File: src/rtl/alu_arb.sv
// alu_arb: round-robin arbiter sharing one ALU between two requesters; one operation in flight, results returned on RES.
// Latency REQ->RES_VLDn is 3 cycles with a 1-cycle ALU; optional WAIT watchdog under ALU_ARB_TIMEOUT_EN.
module alu_arb #(
  parameter int WIDTH   = 8,
  parameter int TMO_CYC = 8
) (
  input  logic               CLK,
  input  logic               RST,
  input  logic               REQ0,
  input  logic               REQ1,
  input  logic [3:0]         FUN0,
  input  logic [3:0]         FUN1,
  input  logic [WIDTH-1:0]   A0,
  input  logic [WIDTH-1:0]   B0,
  input  logic [WIDTH-1:0]   A1,
  input  logic [WIDTH-1:0]   B1,
  output logic               ALU_EN,
  output logic [3:0]         ALU_FUN,
  output logic [WIDTH-1:0]   ALU_A,
  output logic [WIDTH-1:0]   ALU_B,
  input  logic [2*WIDTH-1:0] ALU_OUT,
  input  logic               ALU_VLD,
  output logic [2*WIDTH-1:0] RES,
  output logic               RES_VLD0,
  output logic               RES_VLD1,
  output logic               BUSY,
  output logic               ERR
);

  typedef enum logic [1:0] {IDLE, ISSUE, WAIT, DONE} state_t;

  state_t             state, state_n;
  logic               gnt, gnt_n;
  logic               last, last_n;
  logic               pick;
  logic               alu_en_n, busy_n, vld0_n, vld1_n;
  logic [3:0]         fun_n;
  logic [WIDTH-1:0]   a_n, b_n;
  logic [2*WIDTH-1:0] res_n;

  if (TMO_CYC < 1) begin : g_tmo_chk
    $error("TMO_CYC must be at least 1");
  end

`ifdef ALU_ARB_TIMEOUT_EN
  localparam int WD_W = $clog2(TMO_CYC + 1);
  logic [WD_W-1:0] wd, wd_n;
  logic            err_n;
  logic            tmo;
  assign tmo = (wd == WD_W'(TMO_CYC - 1));
`else
  assign ERR = 1'b0;
`endif

  always_comb begin
    state_n  = state;
    gnt_n    = gnt;
    last_n   = last;
    pick     = 1'b0;
    alu_en_n = 1'b0;
    vld0_n   = 1'b0;
    vld1_n   = 1'b0;
    fun_n    = ALU_FUN;
    a_n      = ALU_A;
    b_n      = ALU_B;
    res_n    = RES;
`ifdef ALU_ARB_TIMEOUT_EN
    wd_n     = wd;
    err_n    = 1'b0;
`endif
    case (state)
      IDLE: begin
        if (REQ0 | REQ1) begin
          // on a tie the requester not served last wins
          pick     = (REQ0 & REQ1) ? ~last : REQ1;
          gnt_n    = pick;
          fun_n    = pick ? FUN1 : FUN0;
          a_n      = pick ? A1 : A0;
          b_n      = pick ? B1 : B0;
          alu_en_n = 1'b1;
          state_n  = ISSUE;
        end
      end
      ISSUE: begin
        state_n = WAIT;
`ifdef ALU_ARB_TIMEOUT_EN
        wd_n    = '0;
`endif
      end
      WAIT: begin
        if (ALU_VLD) begin
          res_n   = ALU_OUT;
          vld0_n  = ~gnt;
          vld1_n  = gnt;
          state_n = DONE;
        end
`ifdef ALU_ARB_TIMEOUT_EN
        else if (tmo) begin
          res_n   = '1;
          err_n   = 1'b1;
          vld0_n  = ~gnt;
          vld1_n  = gnt;
          state_n = DONE;
        end else begin
          wd_n = wd + 1'b1;
        end
`endif
      end
      DONE: begin
        last_n  = gnt;
        state_n = IDLE;
      end
      default: state_n = IDLE;
    endcase
    busy_n = (state_n != IDLE);
  end

  always_ff @(posedge CLK or posedge RST) begin
    if (RST) begin
      state    <= IDLE;
      gnt      <= 1'b0;
      last     <= 1'b1;
      ALU_EN   <= 1'b0;
      ALU_FUN  <= '0;
      ALU_A    <= '0;
      ALU_B    <= '0;
      RES      <= '0;
      RES_VLD0 <= 1'b0;
      RES_VLD1 <= 1'b0;
      BUSY     <= 1'b0;
`ifdef ALU_ARB_TIMEOUT_EN
      wd       <= '0;
      ERR      <= 1'b0;
`endif
    end else begin
      state    <= state_n;
      gnt      <= gnt_n;
      last     <= last_n;
      ALU_EN   <= alu_en_n;
      ALU_FUN  <= fun_n;
      ALU_A    <= a_n;
      ALU_B    <= b_n;
      RES      <= res_n;
      RES_VLD0 <= vld0_n;
      RES_VLD1 <= vld1_n;
      BUSY     <= busy_n;
`ifdef ALU_ARB_TIMEOUT_EN
      wd       <= wd_n;
      ERR      <= err_n;
`endif
    end
  end

endmodule
File: config.mk
export PLATFORM = sky130hd
export DESIGN_NAME = alu_arb
export DESIGN_NICKNAME = d
export VERILOG_FILES = /design/src/rtl/alu_arb.sv
export SDC_FILE = /design/constraint.sdc
export NUM_CORES = 1
export LEC_CHECK = 0
export CORE_MARGIN = 10
export CORE_UTILIZATION = 40
export CTS_BUF_LIST = sky130_fd_sc_hd__clkbuf_8
export CTS_CLUSTER_SIZE = 20
export DETAILED_ROUTE_END_ITERATION = 16
export HOLD_SLACK_MARGIN = 0.03
export PLACE_DENSITY_LB_ADDON = 0.2
export SLEW_MARGIN = 20
export SYNTH_ARGS = -nofsm -noshare
export SYNTH_HDL_FRONTEND = slang
export SYNTH_SLANG_ARGS = --single-unit
File: constraint.sdc
create_clock -name CLK -period 1.9 [get_ports CLK]
set_input_delay 0.19 -clock CLK [delete_from_list [all_inputs] [get_ports CLK]]
set_output_delay 0.19 -clock CLK [all_outputs]
set_load 0.02 [all_outputs]
==> impl_metrics.ini, run 1 <==
[outcome]
status = complete, no violations

[route]
firstDrtPassIters = 4
met3_length_um = 531
detail_route.vias_per_cell = 4.78
wl_mm = 5.50
routed.top_layer = met4
wl_met2_mm = 2.51
wl_per_cell_um = 16.8
drc = 0
ant_nets = 0
drt_iter0_drc = 33
vias = 1564
wl_met1_mm = 2.36

[timing]
hold_viol_final = 0
finalSetupTns_ps = 0
maxSlewViolCount = 0
rsz0062_at_grt = false
slew-limit-headroom_pct = 55.3
finClkSkew_ps = 6.11
setup_violations = 0
worstMarginPinSlew_ps = 669
period_minus_slack_ps = 1670
fmax_mhz = 599
fin_crit_sh_pct = 87.9

[placement]
dp_hpwl_mm = 4.24
placed_area_um2 = 2930
place.gp.congestion = 0.748
dp.cells = 319
numPortBuffers = 100

[yosys]
yosys_warnings = 0
synth_area_um2 = 1910
ys_ff_latch = 44
syn_avg_cell_area_um2 = 11.1
yosysSeqAreaShare_pct = 57.8
synth_cell_types = 23
synth_top_area_share_pct = 56.5
synth_area_leader_cell = dfrtp_1
synth_cells = 172
syn_nets = 237
synth.area.top_cells = dfrtp_1, a21oi_1, mux2_4, mux2_2, nor2_1

[global_routing]
grt_max_degree = 26
grt_pass1_wl_mm = 8.62
gr-total-overflow = 0
first_global_vias = 1693
antenna_found_initial = 0
track_usage_pct = 14.1

[setup_path]
critPathMaxStageDelay_ps = 500
cp.required_ps = 2110
crit_arrival_ps = 1880
cp_num_cells = 6
worstSetupPathType = flip-flop to flip-flop
crit_fanout = 21
cpLargestDelayFamily = buffers and inverters
worstSetupEndpointType = flip-flop
cpMostUsedCell = inv_1
path_buf_inv = 2
path_cells = inv_1, ha_1, o21ai_2, inv_1, nor2_1, a21oi_1
reg2reg_setup_slack_ps = 230
crit_slowest_cell = inv_1
cp-start-kind = flip-flop
ff2ff_path_depth = 6

[layout]
final_area_um2 = 3020
num_antenna_cells = 0
layout.cells.non_filler = 327
area_growth_pct = 58.6
fillers = 391
final_nets = 337
drive_above_1_share_pct = 11.7
fin_util_pct = 64.9

[min_path]
hold_class = input port to asynchronous set/reset pin

[floorplan]
core_um2 = 4660
chipWidth_um = 89.0
die_height_um = 89.0
rows = 25
die-area_um2 = 7920
initial_core_util_pct = 40.9
io_pins = 102

[clock_tree]
hold_buffers = 0
root_buffer = clkbuf_8
clock_path_buffers = 2
htreeDepth = 2
clkLatencyLatePin_ps = 290
cts_resized = 0
clock-sinks = 44
numCtsBuffers = 5
cts_setup_buffers = 0
path_clk_slew_ps = 80
cts_tree = built

[power]
leakage_nw = 1.33
vdd_drop_max_mv = 1.03
power_density_nw_per_um2 = 1610
finalPower_mw = 4.86

[run]
maxCapViolCount = 0
[worst paths after layout]
check,from,to
setup / recovery,state[0],ALU_A[5]
hold / removal,RST,RES[4]
setup reg to reg,state[0],ALU_A[5]
hold reg to reg,gnt,RES_VLD0
max in group asynchronous,RST,last
min in group CLK,A0[1],ALU_A[1]
[state kept, by name (all words and copies together), names as in the netlist]
| name | flops |
|---|---|
| RES | 16 |
| ALU_A | 8 |
| ALU_B | 8 |
| ALU_FUN | 4 |
| state | 2 |
| ALU_EN | 1 |
| BUSY | 1 |
| RES_VLD0 | 1 |
| RES_VLD1 | 1 |
| gnt | 1 |
| last | 1 |
[cell usage in the layout (no fill, tap or decap), drive strengths merged]
cell type	synthesis	final
mux2	17	17
and3	1	1
dfrtp	43	43
nand2	21	21
dfstp	1	1
a22o	1	1
a21boi	1	1
nor3	1	1
or2	1	1
clkbuf	1	6
a311oi	1	1
inv	4	6
o21ai	1	1
ha	4	4
buf	9	3
nor2	23	23
a21bo	1	1
a21oi	40	40
conb	1	1
clkdlybuf4s50	0	100
[cell usage after synthesis]
master and count:
mux2_2 8, buf_6 3, dfstp_2 1, nand2_1 20
o21ai_2 1, ha_1 4, nand2_2 1, inv_1 4
buf_2 4, and3_1 1, a311oi_1 1, a22o_1 1
a21bo_2 1, nor3_1 1, a21boi_2 1, buf_4 2
conb_1 1, dfrtp_1 43, a21oi_1 40, nor2_1 23
clkbuf_4 1, mux2_4 9, or2_1 1
[where the power goes]
group / total [mW] / internal, mW / leakage (nW) / switching [mW]
logic: 2.62 / 1.32 / 0.769 / 1.30
clock network: 0.582 / 0.286 / 0.0538 / 0.296
registers: 1.66 / 1.41 / 0.509 / 0.246
[cell families (layout without fill, tap and decap cells)]
family                   after synthesis  after routing  synth area share (%)
AO/OA/AOI/OAI                         45             45                  13.0
adder cells (fa/ha/maj)                4              4                  2.63
buffers and inverters                 14            115                  4.79
flip-flops                            44             44                  57.8
multiplexers                          17             17                  11.8
other                                  1              1                 0.197
AND/OR/NAND/NOR                       47             47                  9.72
[area by class of cell]
cell class,count,area [um2],area share (%)
inverter,4,15.0,0.497
sequential,44,1100,36.5
clock buffer,6,82.6,2.73
tap,54,67.6,2.24
clock inverter,2,7.51,0.248
timing repair buffer,103,1040,34.3
multi-input combinational,114,712,23.6
[layer usage]
| layer | GRT usage (%) | up-vias |
|---|---|---|
| li1 | - | 777 |
| met4 | 4.62 | 0 |
| met2 | 22.5 | 74 |
| met3 | 6.02 | 9 |
| met1 | 16.7 | 704 |
| met5 | 0 | - |
[stage by stage]
| stage | setup slack, ps | hold WS (ps) |
|---|---|---|
| 2_1_floorplan | 498 | 319 |
| 3_3_place_gp | 295 | 474 |
| 3_5_place_dp | 215 | 474 |
| 4_1_cts | 201 | 228 |
| 5_1_grt | 25.7 | 291 |
| 6_report | 230 | 223 |
No activity file was read; power rests on OpenSTA's default activity.
==> run 2: changes to the inputs <==
--- a/config.mk
+++ b/config.mk
@@ -5,6 +5,7 @@
 export SDC_FILE = /design/constraint.sdc
 export NUM_CORES = 1
 export LEC_CHECK = 0
+export CAP_MARGIN = 10
 export CORE_MARGIN = 10
 export CORE_UTILIZATION = 40
 export CTS_BUF_LIST = sky130_fd_sc_hd__clkbuf_8
==> results of run 2 <==
Final layout, timing and power as in run 1 (identical DEF).
